`src/rtl/eth_pkg.sv`:
```
// Shared types and constants for the Ethernet receive framer.
// Receiver states, preamble/SFD octets, CRC-32 constants and small helpers.
package eth_pkg;

  typedef enum logic [2:0] {
    ST_IDLE,
    ST_PRE,
    ST_DATA,
    ST_DROP,
    ST_DONE
  } rx_state_e;

  localparam logic [7:0]  PREAMBLE    = 8'h55;
  localparam logic [7:0]  SFD         = 8'hD5;

  localparam logic [31:0] CRC_POLY    = 32'h04C11DB7;
  localparam logic [31:0] CRC_INIT    = 32'hFFFFFFFF;
  // Register value left after running the CRC over payload plus a correct FCS.
  localparam logic [31:0] CRC_RESIDUE = 32'hDEBB20E3;

  function automatic logic [31:0] reflect32(input logic [31:0] v);
    logic [31:0] r;
    r = '0;
    for (int i = 0; i < 32; i++) begin
      r[i] = v[31-i];
    end
    return r;
  endfunction

  function automatic logic [15:0] sat_inc16(input logic [15:0] v);
    return (v == 16'hFFFF) ? v : v + 16'd1;
  endfunction

endpackage

```
`src/rtl/eth_crc32.sv`:
```
// Byte-wide combinational CRC-32 step (reflected, LSB-first bit order).
// Only instantiated by the framer when ETH_RX_CRC_CHECK_EN is defined.
module eth_crc32
  import eth_pkg::*;
(
  input  logic [31:0] crc_i,
  input  logic [7:0]  data_i,
  output logic [31:0] crc_o
);

  localparam logic [31:0] POLY_REFL = reflect32(CRC_POLY);

  logic [31:0] c_work;

  always_comb begin
    c_work = crc_i ^ {24'd0, data_i};
    for (int k = 0; k < 8; k++) begin
      c_work = c_work[0] ? ((c_work >> 1) ^ POLY_REFL) : (c_work >> 1);
    end
    crc_o = c_work;
  end

endmodule

```
`src/rtl/eth_rx_framer.sv`:
```
// Ethernet receive framer: strips preamble/SFD, writes frame bytes into a single rx buffer
// and hands completed frames to the host. Define ETH_RX_CRC_CHECK_EN to verify and strip the FCS.
module eth_rx_framer
  import eth_pkg::*;
#(
  parameter int MTU     = 1536,
  parameter int MIN_LEN = 14
) (
  input  logic        clk,
  input  logic        rst_n,
  input  logic        rx_dv,
  input  logic [7:0]  rx_data,
  input  logic        rx_er,
  output logic        wr_en,
  output logic [15:0] wr_addr,
  output logic [7:0]  wr_data,
  output logic        frm_valid,
  output logic [15:0] frm_len,
  input  logic        frm_rel,
  output logic        busy,
  output logic [15:0] n_drop
);

`ifdef ETH_RX_CRC_CHECK_EN
  localparam logic [15:0] FCS_LEN = 16'd4;
`else
  localparam logic [15:0] FCS_LEN = 16'd0;
`endif
  localparam logic [15:0] MTU_W   = 16'(MTU);
  localparam logic [15:0] MIN_W   = 16'(MIN_LEN);
  // Largest number of bytes a frame may put on the wire, FCS included when it is checked.
  localparam logic [15:0] LIMIT   = MTU_W + FCS_LEN;
  localparam logic [15:0] MIN_RAW = MIN_W + FCS_LEN;

  rx_state_e   state_q, state_d;
  logic [15:0] idx_q, idx_d;
  logic        wr_en_q, wr_en_d;
  logic [15:0] wr_addr_q, wr_addr_d;
  logic [7:0]  wr_data_q, wr_data_d;
  logic        frm_valid_q, frm_valid_d;
  logic [15:0] frm_len_q, frm_len_d;
  logic [15:0] n_drop_q, n_drop_d;
  logic        crc_ok;
  logic        crc_restart;
  logic        crc_step;
  logic        len_ok;
  logic        buf_free;

`ifdef ETH_RX_CRC_CHECK_EN
  logic [31:0] crc_q, crc_d, crc_next;

  eth_crc32 u_crc (
    .crc_i  (crc_q),
    .data_i (rx_data),
    .crc_o  (crc_next)
  );

  always_comb begin
    crc_d = crc_q;
    if (crc_restart) begin
      crc_d = CRC_INIT;
    end else if (crc_step) begin
      crc_d = crc_next;
    end
  end

  always_ff @(posedge clk or negedge rst_n) begin
    if (!rst_n) begin
      crc_q <= CRC_INIT;
    end else begin
      crc_q <= crc_d;
    end
  end

  assign crc_ok = (crc_q == CRC_RESIDUE);
`else
  assign crc_ok = 1'b1;
`endif

  assign len_ok   = (idx_q >= MIN_RAW) && (idx_q <= LIMIT);
  // A release arriving together with the SFD frees the buffer for this very frame.
  assign buf_free = !frm_valid_q || frm_rel;

  always_comb begin
    state_d     = state_q;
    idx_d       = idx_q;
    wr_en_d     = 1'b0;
    wr_addr_d   = wr_addr_q;
    wr_data_d   = wr_data_q;
    frm_valid_d = frm_valid_q;
    frm_len_d   = frm_len_q;
    n_drop_d    = n_drop_q;
    crc_restart = 1'b0;
    crc_step    = 1'b0;

    if (frm_rel) begin
      frm_valid_d = 1'b0;
    end

    case (state_q)
      ST_IDLE: begin
        idx_d = '0;
        if (rx_dv) begin
          state_d = (rx_data == PREAMBLE) ? ST_PRE : ST_DROP;
        end
      end

      ST_PRE: begin
        if (!rx_dv) begin
          state_d = ST_IDLE;
        end else if (rx_er) begin
          state_d = ST_DROP;
        end else if (rx_data == PREAMBLE) begin
          state_d = ST_PRE;
        end else if ((rx_data == SFD) && buf_free) begin
          state_d     = ST_DATA;
          idx_d       = '0;
          crc_restart = 1'b1;
        end else begin
          state_d = ST_DROP;
        end
      end

      ST_DATA: begin
        if (!rx_dv) begin
          state_d = ST_DONE;
        end else if (rx_er || (idx_q == LIMIT)) begin
          state_d = ST_DROP;
        end else begin
          wr_en_d   = 1'b1;
          wr_addr_d = idx_q;
          wr_data_d = rx_data;
          idx_d     = idx_q + 16'd1;
          crc_step  = 1'b1;
        end
      end

      ST_DONE: begin
        if (len_ok && crc_ok) begin
          frm_valid_d = 1'b1;
          frm_len_d   = idx_q - FCS_LEN;
        end else begin
          n_drop_d = sat_inc16(n_drop_q);
        end
        state_d = ST_IDLE;
      end

      ST_DROP: begin
        if (!rx_dv) begin
          n_drop_d = sat_inc16(n_drop_q);
          state_d  = ST_IDLE;
        end
      end

      default: begin
        state_d = ST_IDLE;
      end
    endcase
  end

  always_ff @(posedge clk or negedge rst_n) begin
    if (!rst_n) begin
      state_q     <= ST_IDLE;
      idx_q       <= '0;
      wr_en_q     <= 1'b0;
      wr_addr_q   <= '0;
      wr_data_q   <= '0;
      frm_valid_q <= 1'b0;
      frm_len_q   <= '0;
      n_drop_q    <= '0;
    end else begin
      state_q     <= state_d;
      idx_q       <= idx_d;
      wr_en_q     <= wr_en_d;
      wr_addr_q   <= wr_addr_d;
      wr_data_q   <= wr_data_d;
      frm_valid_q <= frm_valid_d;
      frm_len_q   <= frm_len_d;
      n_drop_q    <= n_drop_d;
    end
  end

  assign wr_en     = wr_en_q;
  assign wr_addr   = wr_addr_q;
  assign wr_data   = wr_data_q;
  assign frm_valid = frm_valid_q;
  assign frm_len   = frm_len_q;
  assign n_drop    = n_drop_q;
  assign busy      = (state_q == ST_DATA) || (state_q == ST_DONE);

endmodule

```
`config.mk`:
```
export PLATFORM = sky130hd
export DESIGN_NAME = eth_rx_framer
export DESIGN_NICKNAME = d
export VERILOG_FILES = /design/src/rtl/eth_pkg.sv /design/src/rtl/eth_crc32.sv /design/src/rtl/eth_rx_framer.sv
export SDC_FILE = /design/constraint.sdc
export NUM_CORES = 1
export LEC_CHECK = 0
export CORE_UTILIZATION = 48
export DETAILED_ROUTE_END_ITERATION = 10
export GPL_ROUTABILITY_DRIVEN = 0
export GPL_TIMING_DRIVEN = 1
export PLACE_DENSITY = 0.77
export SLEW_MARGIN = 20
export SYNTH_ARGS = -nofsm -noshare
export SYNTH_HDL_FRONTEND = slang
export SYNTH_HIERARCHICAL = 1
export SYNTH_SLANG_ARGS = --single-unit
```
`constraint.sdc`:
```
create_clock -name clk -period 2.77 [get_ports clk]
set_input_delay 0.554 -clock clk [delete_from_list [all_inputs] [get_ports clk]]
set_output_delay 0.554 -clock clk [all_outputs]
set_load 0.05 [all_outputs]
```
==> results.ini, run 1 <==
[min_path]
hp-class = in2async

[cts]
h-tree-depth = 3
clkLatencyLatePin_ns = 0.35
clkTransAtPathRegs_ns = 0.08
ctsRootBufferMaster = clkbuf_8
cts_max_path_buffers = 2
cts_resized = 0
hold_buffers = 0
numCtsBuffers = 9
cts_sinks = 77
cts_tree = done
post_cts_buffers = 0

[die]
die_x_um = 88.13
initial_utilization_pct = 49.36
die-area_um2 = 7767
num_rows = 31
core_region_area_um2 = 7214
fp.dieH_um = 88.13
io_pins = 72

[synth]
synth_compound_area_share_pct = 8.433
synth_top_area_share_pct = 54.11
synth_top_family_by_area = simple AND/OR/NAND/NOR gates
syn_area_um2 = 3561
synth_nets = 324
yosys_register_bits = 77
synth_cell_types = 50
postSynthAreaPerCell_um2 = 11.56
synth_top_cell_by_area = dfrtp_1
synth_edf_count = 0
synth-xor-area-share_pct = 3.197
synthAdderAreaFrac_pct = 1.054
async_flop_share_pct = 100.0
muxShareOfSynthArea_pct = 10.75
synthSimpleGateAreaFrac_pct = 18.83
ys_seq_area_share_pct = 54.11
postSynthCellCount = 308
synthFlopType = dfrtp_1
synthTopCellsByArea = dfrtp_1, mux2_2, and3_1
yosys_warnings = 6

[global_routing]
grt_start_max_net_pins = 78
grt_overflow = 0
antenna_found_initial = 0
grt_usage_pct = 20.45
grt_pass1_vias = 2433
grt_pass1_wl_um = 12070

[timing]
holdWs_ns = 0.3478
clock.fmax_ghz = 0.4112
final.setup_skew_ns = 0.009889
fin_crit_sh_pct = 87.79
setup_viol = 0
tightest_slew_ns = 0.9421
fin_crit_ns = 2.432
finalHoldViolCount = 0
slew_headroom_pct = 37.20
maxSlewViolCount = 0
rsz0062_at_grt = false

[detailed_routing]
drt-vias-per-instance = 5.503
drt_iter0_markers = 282
routedWlPerCell_um = 14.85
antenna_left = 0
drc = 0
firstDrtPassIters = 4
vias = 2691
wirelength_um = 7264

[setup_path]
cp_max_fo = 11
endpoint_kind = flip-flop
crit_start = rx_data[0]
rr_startpoint = idx_q[13]
critPathKind = in2reg
reg2reg_slack_ns = 0.40
worstPathArrival_ns = 2.66
crit_path_start_kind = primary input
crit_required_ns = 3.00

[cells_and_area]
synthToLayoutAreaGrowth_pct = 28.99
fill_cells = 611
mostFrequentLayoutCells = dfrtp_1, clkdlybuf4s50_1, mux2_2
final_net_count = 401
final_util_pct = 63.67
mostFrequentLayoutCell = dfrtp_1
drive_gt1_share_pct = 17.18
num_antenna_cells = 0

[status]
outcome = finished, final reports clean

[power]
total_leakage_power_uw = 0.002114
irDropWorstVdd_uv = 422.0
power.density_nw_per_um2 = 642.0

[flow_run]
maxCapViolCount = 0

[place]
dp_hpwl_um = 5034
port_buffers = 71

[through the flow]
step	cells	TNS (ns)	instance area [um2]	power (uW)	setup WS, ns
6_report	489	0	4593	2949	0.3383
5_1_grt	489	0	4593	3085	0.2589
4_1_cts	489	0	4593	2980	0.3219
3_5_place_dp	473	-0.1894	4385	2075	-0.03848
3_3_place_gp	473	0	4385	2064	0.02729
2_1_floorplan	308	0	3561	1805	0.3352
[worst paths after layout]
path | cells after the start | to
setup / recovery | 6 | idx_q[14]
hold / removal | 1 | n_drop[7]
setup reg to reg | 6 | wr_data[7]
hold reg to reg | 2 | frm_len[5]
max in group asynchronous | 1 | wr_data[0]
min in group clk | 2 | frm_len[5]
[worst max-delay path, stage by stage]
cell,delay [ns]
clkdlybuf4s50_1,0.47
or3b_1,0.38
a2111oi_2,0.37
a31oi_1,0.16
and2_1,0.32
a221o_1,0.41
[sequential cells by signal (all words and copies together), names as in the netlist]
register / cells
state_q: 3
idx_q: 16
frm_len: 16
n_drop: 16
frm_valid: 1
wr_data: 8
wr_en: 1
wr_addr: 16
[cell usage after synthesis, types with 2 or more instances]
cell / instances
a221o_1: 6
xnor2_1: 11
mux2_2: 34
or4_1: 2
ha_1: 3
and3_1: 17
nand3_1: 11
buf_2: 5
inv_1: 4
a41oi_1: 2
a21oi_1: 3
buf_6: 3
buf_4: 4
nand4_1: 14
nand2_1: 19
dfrtp_1: 77
clkbuf_1: 5
xor2_1: 2
nor3_1: 7
nand2b_1: 6
a31oi_1: 7
a211o_1: 3
o21ai_0: 7
and2_1: 10
nor2_1: 20
and4_1: 2
[layout make-up]
class                           count  area (um2)  share of cell area [%]
Sequential cell                    77        1927                   41.95
Multi-Input combinational cell    209        1505                   32.77
Timing Repair Buffer               83       808.3                   17.60
Clock buffer                       12       135.1                   2.942
Tap cell                           99       123.9                   2.697
Clock inverter                      4       72.57                   1.580
Inverter                            5       21.27                  0.4631
[kinds of logic after synthesis]
family / Yosys count
fa+ha+maj: 3
mux: 34
simple gates: 120
flops: 77
buf+inv: 22
compound gates: 39
xor+xnor: 13
[per-layer routing]
metal	global-route usage, %	vias to the layer above	routed length [um]
met1	29.56	1326	3454
met2	29.60	79	3256
li1	-	1276	-
met3	6.221	10	444
met5	0	-	0
met4	6.452	0	109
[power by group]
part | switching, uW | leakage (uW) | internal [uW]
registers | 79.2 | 0.00104 | 1220
clock network | 394 | 0.000101 | 507
logic | 484 | 0.000970 | 267
No activity file was read; power rests on OpenSTA's default activity.
==> inputs of run 2 (changes only) <==
--- a/config.mk
+++ b/config.mk
@@ -6,9 +6,11 @@
 export NUM_CORES = 1
 export LEC_CHECK = 0
 export CORE_UTILIZATION = 48
+export CTS_CLUSTER_DIAMETER = 120
 export DETAILED_ROUTE_END_ITERATION = 10
 export GPL_ROUTABILITY_DRIVEN = 0
 export GPL_TIMING_DRIVEN = 1
+export HOLD_SLACK_MARGIN = 0.06
 export PLACE_DENSITY = 0.77
 export SLEW_MARGIN = 20
 export SYNTH_ARGS = -nofsm -noshare
==> constraint.sdc (replaced) <==
create_clock -name clk -period 2.9 [get_ports clk]
set_input_delay 0.58 -clock clk [delete_from_list [all_inputs] [get_ports clk]]
set_output_delay 0.58 -clock clk [all_outputs]
set_load 0.05 [all_outputs]
==> run 2 against run 1 <==
Effect of this change:
- hold slack improved by 0.045 ns
- first-iteration DRC count fell by 17%
- non-clock buffer count fell by 5
- sequential power fell by 5%
- utilization fell by 1.4 points
- count of clock-buffer cells in the layout fell by 1
- power fell by 11%
- clock skew rose by 0.0012 ns
- largest cell class unchanged
- final area fell by 2.1%
- register-to-register slack improved by 0.06 ns
- highest routed layer unchanged
- via count fell by 1.2%
- wire length rose by 2.7%
==> results.ini, run 2 (same netlist as run 1, synthesis figures left out) <==
[setup_path]
cpLargestDelayFamily = buffers and inverters  ; was compound AO/OA/AOI/OAI gates
critPathKind = reg2out  ; was in2reg
path_buf_inv = 2  ; was 1
slowest_delay_ns = 0.83  ; was 0.47 ns
crit_required_ns = 2.32  ; was 3.00 ns
critPathSlowestCell = clkdlybuf4s50_1  ; unchanged
crit_path_start_kind = flip-flop  ; was primary input
reg2reg_slack_ns = 0.46  ; was 0.40 ns
path_cells = nor3b_1 -> buf_4 -> nand2b_1 -> clkdlybuf4s50_1  ; was clkdlybuf4s50_1 -> or3b_1 -> a2111oi_2 -> a31oi_1 -> and2_1 -> a221o_1
cp_max_fo = 6  ; was 11
worstPathArrival_ns = 2.11  ; was 2.66 ns
endpoint_kind = primary output  ; was flip-flop

[detailed_routing]
routedWlPerCell_um = 15.44  ; was 14.85 um
drc = 0  ; unchanged
drt-vias-per-instance = 5.507  ; was 5.503
vias = 2660  ; was 2691
firstDrtPassIters = 4  ; unchanged
antenna_left = 0  ; unchanged
drt_iter0_markers = 233  ; was 282
wirelength_um = 7459  ; was 7264 um

[place]
dp_cells = 468  ; was 473
preCtsSetupSlack_ns = 0.03122  ; was -0.03848 ns
port_buffers = 71  ; unchanged
dp_hpwl_um = 5153  ; was 5034 um

[cells_and_area]
final_net_count = 396  ; was 401
drive_gt1_share_pct = 15.89  ; was 17.18%
final-instance-count-excl-fill = 483  ; was 489
synthToLayoutAreaGrowth_pct = 26.25  ; was 28.99%
mostFrequentLayoutCell = dfrtp_1  ; unchanged
num_antenna_cells = 0  ; unchanged
mostFrequentLayoutCells = dfrtp_1, clkdlybuf4s50_1, mux2_2  ; unchanged

[global_routing]
grt_pass1_vias = 2589  ; was 2433
grt_start_max_net_pins = 78  ; unchanged
grt_usage_pct = 20.83  ; was 20.45%
antenna_found_initial = 0  ; unchanged
grt_overflow = 0  ; unchanged
grt_pass1_wl_um = 12270  ; was 12070 um

[cts]
cts_sinks = 77  ; unchanged
numCtsBuffers = 9  ; unchanged
cts_resized = 0  ; unchanged
cts_max_path_buffers = 2  ; unchanged
hold_buffers = 0  ; unchanged
clkTransAtPathRegs_ns = 0.08  ; about the same
cts_tree = done  ; unchanged
ctsRootBufferMaster = clkbuf_8  ; unchanged
post_cts_buffers = 0  ; unchanged
clkLatencyLatePin_ns = 0.34  ; was 0.35 ns
h-tree-depth = 3  ; unchanged

[timing]
final.setup_skew_ns = 0.01104  ; was 0.009889 ns
finalWorstSetupSlack_ns = 0.2144  ; was 0.3383 ns
maxSlewViolCount = 0  ; unchanged
setup-tns-final_ns = 0  ; unchanged
fin_crit_ns = 2.686
slew_headroom_pct = 36.99  ; was 37.20%
rsz0062_at_grt = false  ; unchanged
clock.fmax_ghz = 0.3724
fin_crit_sh_pct = 92.61
setup_viol = 0  ; unchanged
tightest_slew_ns = 0.9451  ; was 0.9421 ns
finalHoldViolCount = 0  ; unchanged

[flow_run]
maxCapViolCount = 0  ; unchanged

[die]
core_region_area_um2 = 7214  ; unchanged
num_rows = 31  ; unchanged
io_pins = 72  ; unchanged
fp.dieH_um = 88.13  ; unchanged
die_x_um = 88.13  ; unchanged
die-area_um2 = 7767  ; unchanged
initial_utilization_pct = 49.36  ; unchanged

[power]
irDropWorstVdd_uv = 487.6  ; was 422.0 uV
total_leakage_power_uw = 0.002059  ; was 0.002114 uW
power.density_nw_per_um2 = 585.6  ; was 642.0 nW/um2
p_total_uw = 2633  ; was 2949 uW

[status]
outcome = finished, final reports clean  ; unchanged

[min_path]
hp-class = in2async  ; unchanged

## run 2: cell count changes in the layout (fill, tap and decap cells not counted)
cell,change
clkdlybuf4s50_1,+1
bufinv_16,-2
clkinv_4,+1
clkbuf_1,-1
buf_12,-1
buf_4,-5
clkinv_2,+1
## run 2: report_power, final
group	internal, uW	total (uW)	switching [uW]	leakage (uW)
registers	1160	1240	80.6	0.00104
logic	253	715	462	0.000935
clock network	305	674	369	0.0000792
## run 2: area by class of cell
cell class | instances | area, um2
Multi-Input combinational cell | 209 | 1505
Clock buffer | 11 | 131.4
Sequential cell | 77 | 1927
Timing Repair Buffer | 78 | 760.7
Clock inverter | 4 | 26.28
Inverter | 5 | 21.27
Fill cell | 617 | 2719
Tap cell | 99 | 123.9
## run 2: per-layer routing
layer  global-route usage, %  part of all wire, %  up-vias
met5                       0                    0        -
met4                   9.677                  1.2        0
met3                   4.336                  5.6       10
met2                   31.57                   47       79
met1                   28.82                   46     1305
li1                        -                    -     1266
## run 2: through the flow
| step | utilization [%] | cell area [um2] | hold slack, ns |
|---|---|---|---|
| final | 62.31 | 4496 | 0.3928 |
| after global routing | 62.31 | 4496 | 0.4587 |
| after CTS | 62.31 | 4496 | 0.4179 |
| after detailed placement | 60.13 | 4338 | 0.4702 |
| after global placement | 60.13 | 4338 | 0.4678 |
| after floorplan | - | 3561 | 0.2844 |
## run 2: path summary, 6_finish.rpt
path | from | to | cells after the start
max | state_q[2] | busy | 4
min | rst_n | n_drop[7] | 1
max reg2reg | idx_q[7] | n_drop[11] | 6
min reg2reg | frm_len[12] | frm_len[12] | 1
max in group asynchronous | rst_n | idx_q[1] | 1
min in group clk | frm_len[12] | frm_len[12] | 1
==> inputs of run 3 (changes only) <==
==> constraint.sdc (replaced) <==
create_clock -name clk -period 2.85 [get_ports clk]
set_input_delay 0.57 -clock clk [delete_from_list [all_inputs] [get_ports clk]]
set_output_delay 0.57 -clock clk [all_outputs]
set_load 0.05 [all_outputs]
==> run 3 against run 2 <==
Effect of this change:
- largest power group unchanged
- global-route usage barely moved
- combinational power is 2% higher
- first-iteration DRC count decreased by 19%
- wire length decreased by 0.40%
- non-clock buffer count shrank 1
- power is 6.4% higher
- via count rose by 1.5%
- final cell count decreased by 0.21%
- register-to-register slack worse by 0.02 ns
- count of clock-buffer cells in the layout did not move
- sequential share of layout area is 0.21 points lower
==> results.ini, run 3 (same netlist as run 1, synthesis figures left out) <==
[place]
port_buffers = 71  ; unchanged
dp_hpwl_um = 5088  ; was 5153 um

[timing]
setup-tns-final_ns = 0  ; unchanged
setup_viol = 0  ; unchanged
clock.fmax_ghz = 0.4033
finalHoldViolCount = 0  ; unchanged
fin_crit_sh_pct = 87.00
tightest_slew_ns = 0.9681  ; was 0.9451 ns
final.setup_skew_ns = 0.007614  ; was 0.01104 ns
slew_headroom_pct = 35.46  ; was 36.99%
maxSlewViolCount = 0  ; unchanged
fin_crit_ns = 2.480
rsz0062_at_grt = false  ; unchanged

[cells_and_area]
mostFrequentLayoutCell = dfrtp_1  ; unchanged
mostFrequentLayoutCells = dfrtp_1, clkdlybuf4s50_1, mux2_2  ; unchanged
drive_gt1_share_pct = 16.19  ; was 15.89%
fill_cells = 613  ; was 617
regArea_um2 = 1927  ; unchanged
multi_input_area_um2 = 1505  ; unchanged
final_net_count = 395  ; was 396
synthToLayoutAreaGrowth_pct = 26.88  ; was 26.25%
num_antenna_cells = 0  ; unchanged

[cts]
post_cts_buffers = 0  ; unchanged
clkLatencyLatePin_ns = 0.35  ; was 0.34 ns
numCtsBuffers = 9  ; unchanged
h-tree-depth = 3  ; unchanged
cts_max_path_buffers = 2  ; unchanged
ctsRootBufferMaster = clkbuf_8  ; unchanged
clkTransAtPathRegs_ns = 0.08  ; about the same
cts_sinks = 77  ; unchanged
hold_buffers = 0  ; unchanged
cts_resized = 0  ; unchanged
cts_tree = done  ; unchanged

[die]
core_region_area_um2 = 7214  ; unchanged
fp.dieH_um = 88.13  ; unchanged
num_rows = 31  ; unchanged
io_pins = 72  ; unchanged
die_x_um = 88.13  ; unchanged
initial_utilization_pct = 49.36  ; unchanged
die-area_um2 = 7767  ; unchanged

[power]
seqPwrFrac_pct = 45.1  ; was 47.2%
power.density_nw_per_um2 = 620.2  ; was 585.6 nW/um2
power.net_switching_uw = 939.1  ; was 911.4 uW
irDropWorstVdd_uv = 352.3  ; was 487.6 uV
p_int_uw = 1863  ; was 1721 uW
switching_share_pct = 33.52  ; was 34.62%
total_leakage_power_uw = 0.002074  ; was 0.002059 uW
pwr-share-clk_pct = 29.0  ; was 25.6%
pwr-share-comb_pct = 25.9  ; was 27.2%
p_total_uw = 2802  ; was 2633 uW

[setup_path]
cp_max_fo = 11  ; was 6
reg2reg_slack_ns = 0.44  ; was 0.46 ns
crit_path_start_kind = primary input  ; was flip-flop
ff2ff_path_depth = 5  ; was 6
reg2reg_to = wr_addr[11]  ; was n_drop[11]
rr_startpoint = idx_q[6]  ; was idx_q[7]
slowest_delay_ns = 0.47  ; was 0.83 ns
worstPathArrival_ns = 2.71  ; was 2.11 ns
endpoint_kind = flip-flop  ; was primary output
crit_required_ns = 3.08  ; was 2.32 ns
path_cells = clkdlybuf4s50_1 -> or3b_1 -> a2111oi_2 -> a31oi_1 -> and2_1 -> a221o_1  ; was nor3b_1 -> buf_4 -> nand2b_1 -> clkdlybuf4s50_1
critPathSlowestCell = clkdlybuf4s50_1  ; unchanged
critPathKind = in2reg  ; was reg2out

[global_routing]
antenna_found_initial = 0  ; unchanged
grt_pass1_wl_um = 12290  ; was 12270 um
grt_overflow = 0  ; unchanged
grt_start_max_net_pins = 78  ; unchanged
grt_pass1_vias = 2564  ; was 2589
grt_usage_pct = 20.88  ; was 20.83%

[detailed_routing]
routedWlPerCell_um = 15.41  ; was 15.44 um
drt_iter0_markers = 189  ; was 233
vias = 2699  ; was 2660
firstDrtPassIters = 4  ; unchanged
drt-vias-per-instance = 5.600  ; was 5.507
drc = 0  ; unchanged
antenna_left = 0  ; unchanged
wirelength_um = 7429  ; was 7459 um

[flow_run]
maxCapViolCount = 0  ; unchanged

[min_path]
hp-class = in2async  ; unchanged

[status]
outcome = finished, final reports clean  ; unchanged

## run 3: cell types whose count changed in the layout (fill, tap and decap cells not counted), sizes merged
| cell | previous run | this run |
|---|---|---|
| bufinv | 0 | 1 |
| clkdlybuf4s50 | 70 | 69 |
| clkinvlp | 1 | 0 |
## run 3: worst max-delay path, delay by kind of cell
family | cells | cell delay (ns)
simple gates | 2 | 0.71
compound gates | 3 | 0.96
buf+inv | 1 | 0.47
## run 3: worst max-delay path by stage
stage                           from         to  slack, ns  cells after the start
after floorplan            n_drop[0]  n_drop[1]       0.42                      7
after global placement    rx_data[0]   idx_q[3]       0.06                      6
after detailed placement  rx_data[0]  idx_q[11]      -0.02                      6
after CTS                 rx_data[0]  idx_q[11]       0.35                      6
after global routing       n_drop[0]  n_drop[1]       0.17                      6
final                     rx_data[0]  idx_q[11]       0.37                      6
## run 3: cell type report
class | count | area share, %
clock buffer | 11 | 3.129
multi-input combinational | 209 | 33.31
timing repair buffer | 77 | 16.62
tap | 99 | 2.742
clock inverter | 4 | 1.080
sequential | 77 | 42.65
inverter | 5 | 0.4708
## run 3: stage by stage
| stage | instances | cell area (um2) | utilization (%) | setup WS [ns] | hold slack [ns] |
|---|---|---|---|---|---|
| final | 482 | 4518 | 62.63 | 0.3704 | 0.3425 |
| after global placement | 467 | 4328 | 59.99 | 0.05665 | 0.4676 |
| after CTS | 482 | 4518 | 62.63 | 0.3504 | 0.3995 |
| after global routing | 482 | 4518 | 62.63 | 0.1702 | 0.4489 |
| after floorplan | 308 | 3561 | - | 0.4152 | 0.2744 |
| after detailed placement | 467 | 4328 | 59.99 | -0.01818 | 0.4702 |
## run 3: power by group through the flow
stage | Combinational, uW | Sequential, uW | Clock [uW]
floorplan | 192 | 1560 | 0
global placement | 721 | 1280 | 0
detailed placement | 729 | 1290 | 0
CTS | 731 | 1270 | 825
global route | 773 | 1280 | 874
finish | 726 | 1260 | 811
## run 3: metal layers
metal  vias to the layer above  global-route usage [%]  routed length, um
met3                        16                   6.409                464
li1                       1261                       -                  -
met2                        92                   31.85               3459
met5                         -                       0                  0
met1                      1330                   27.94               3340
met4                         0                   8.358                164
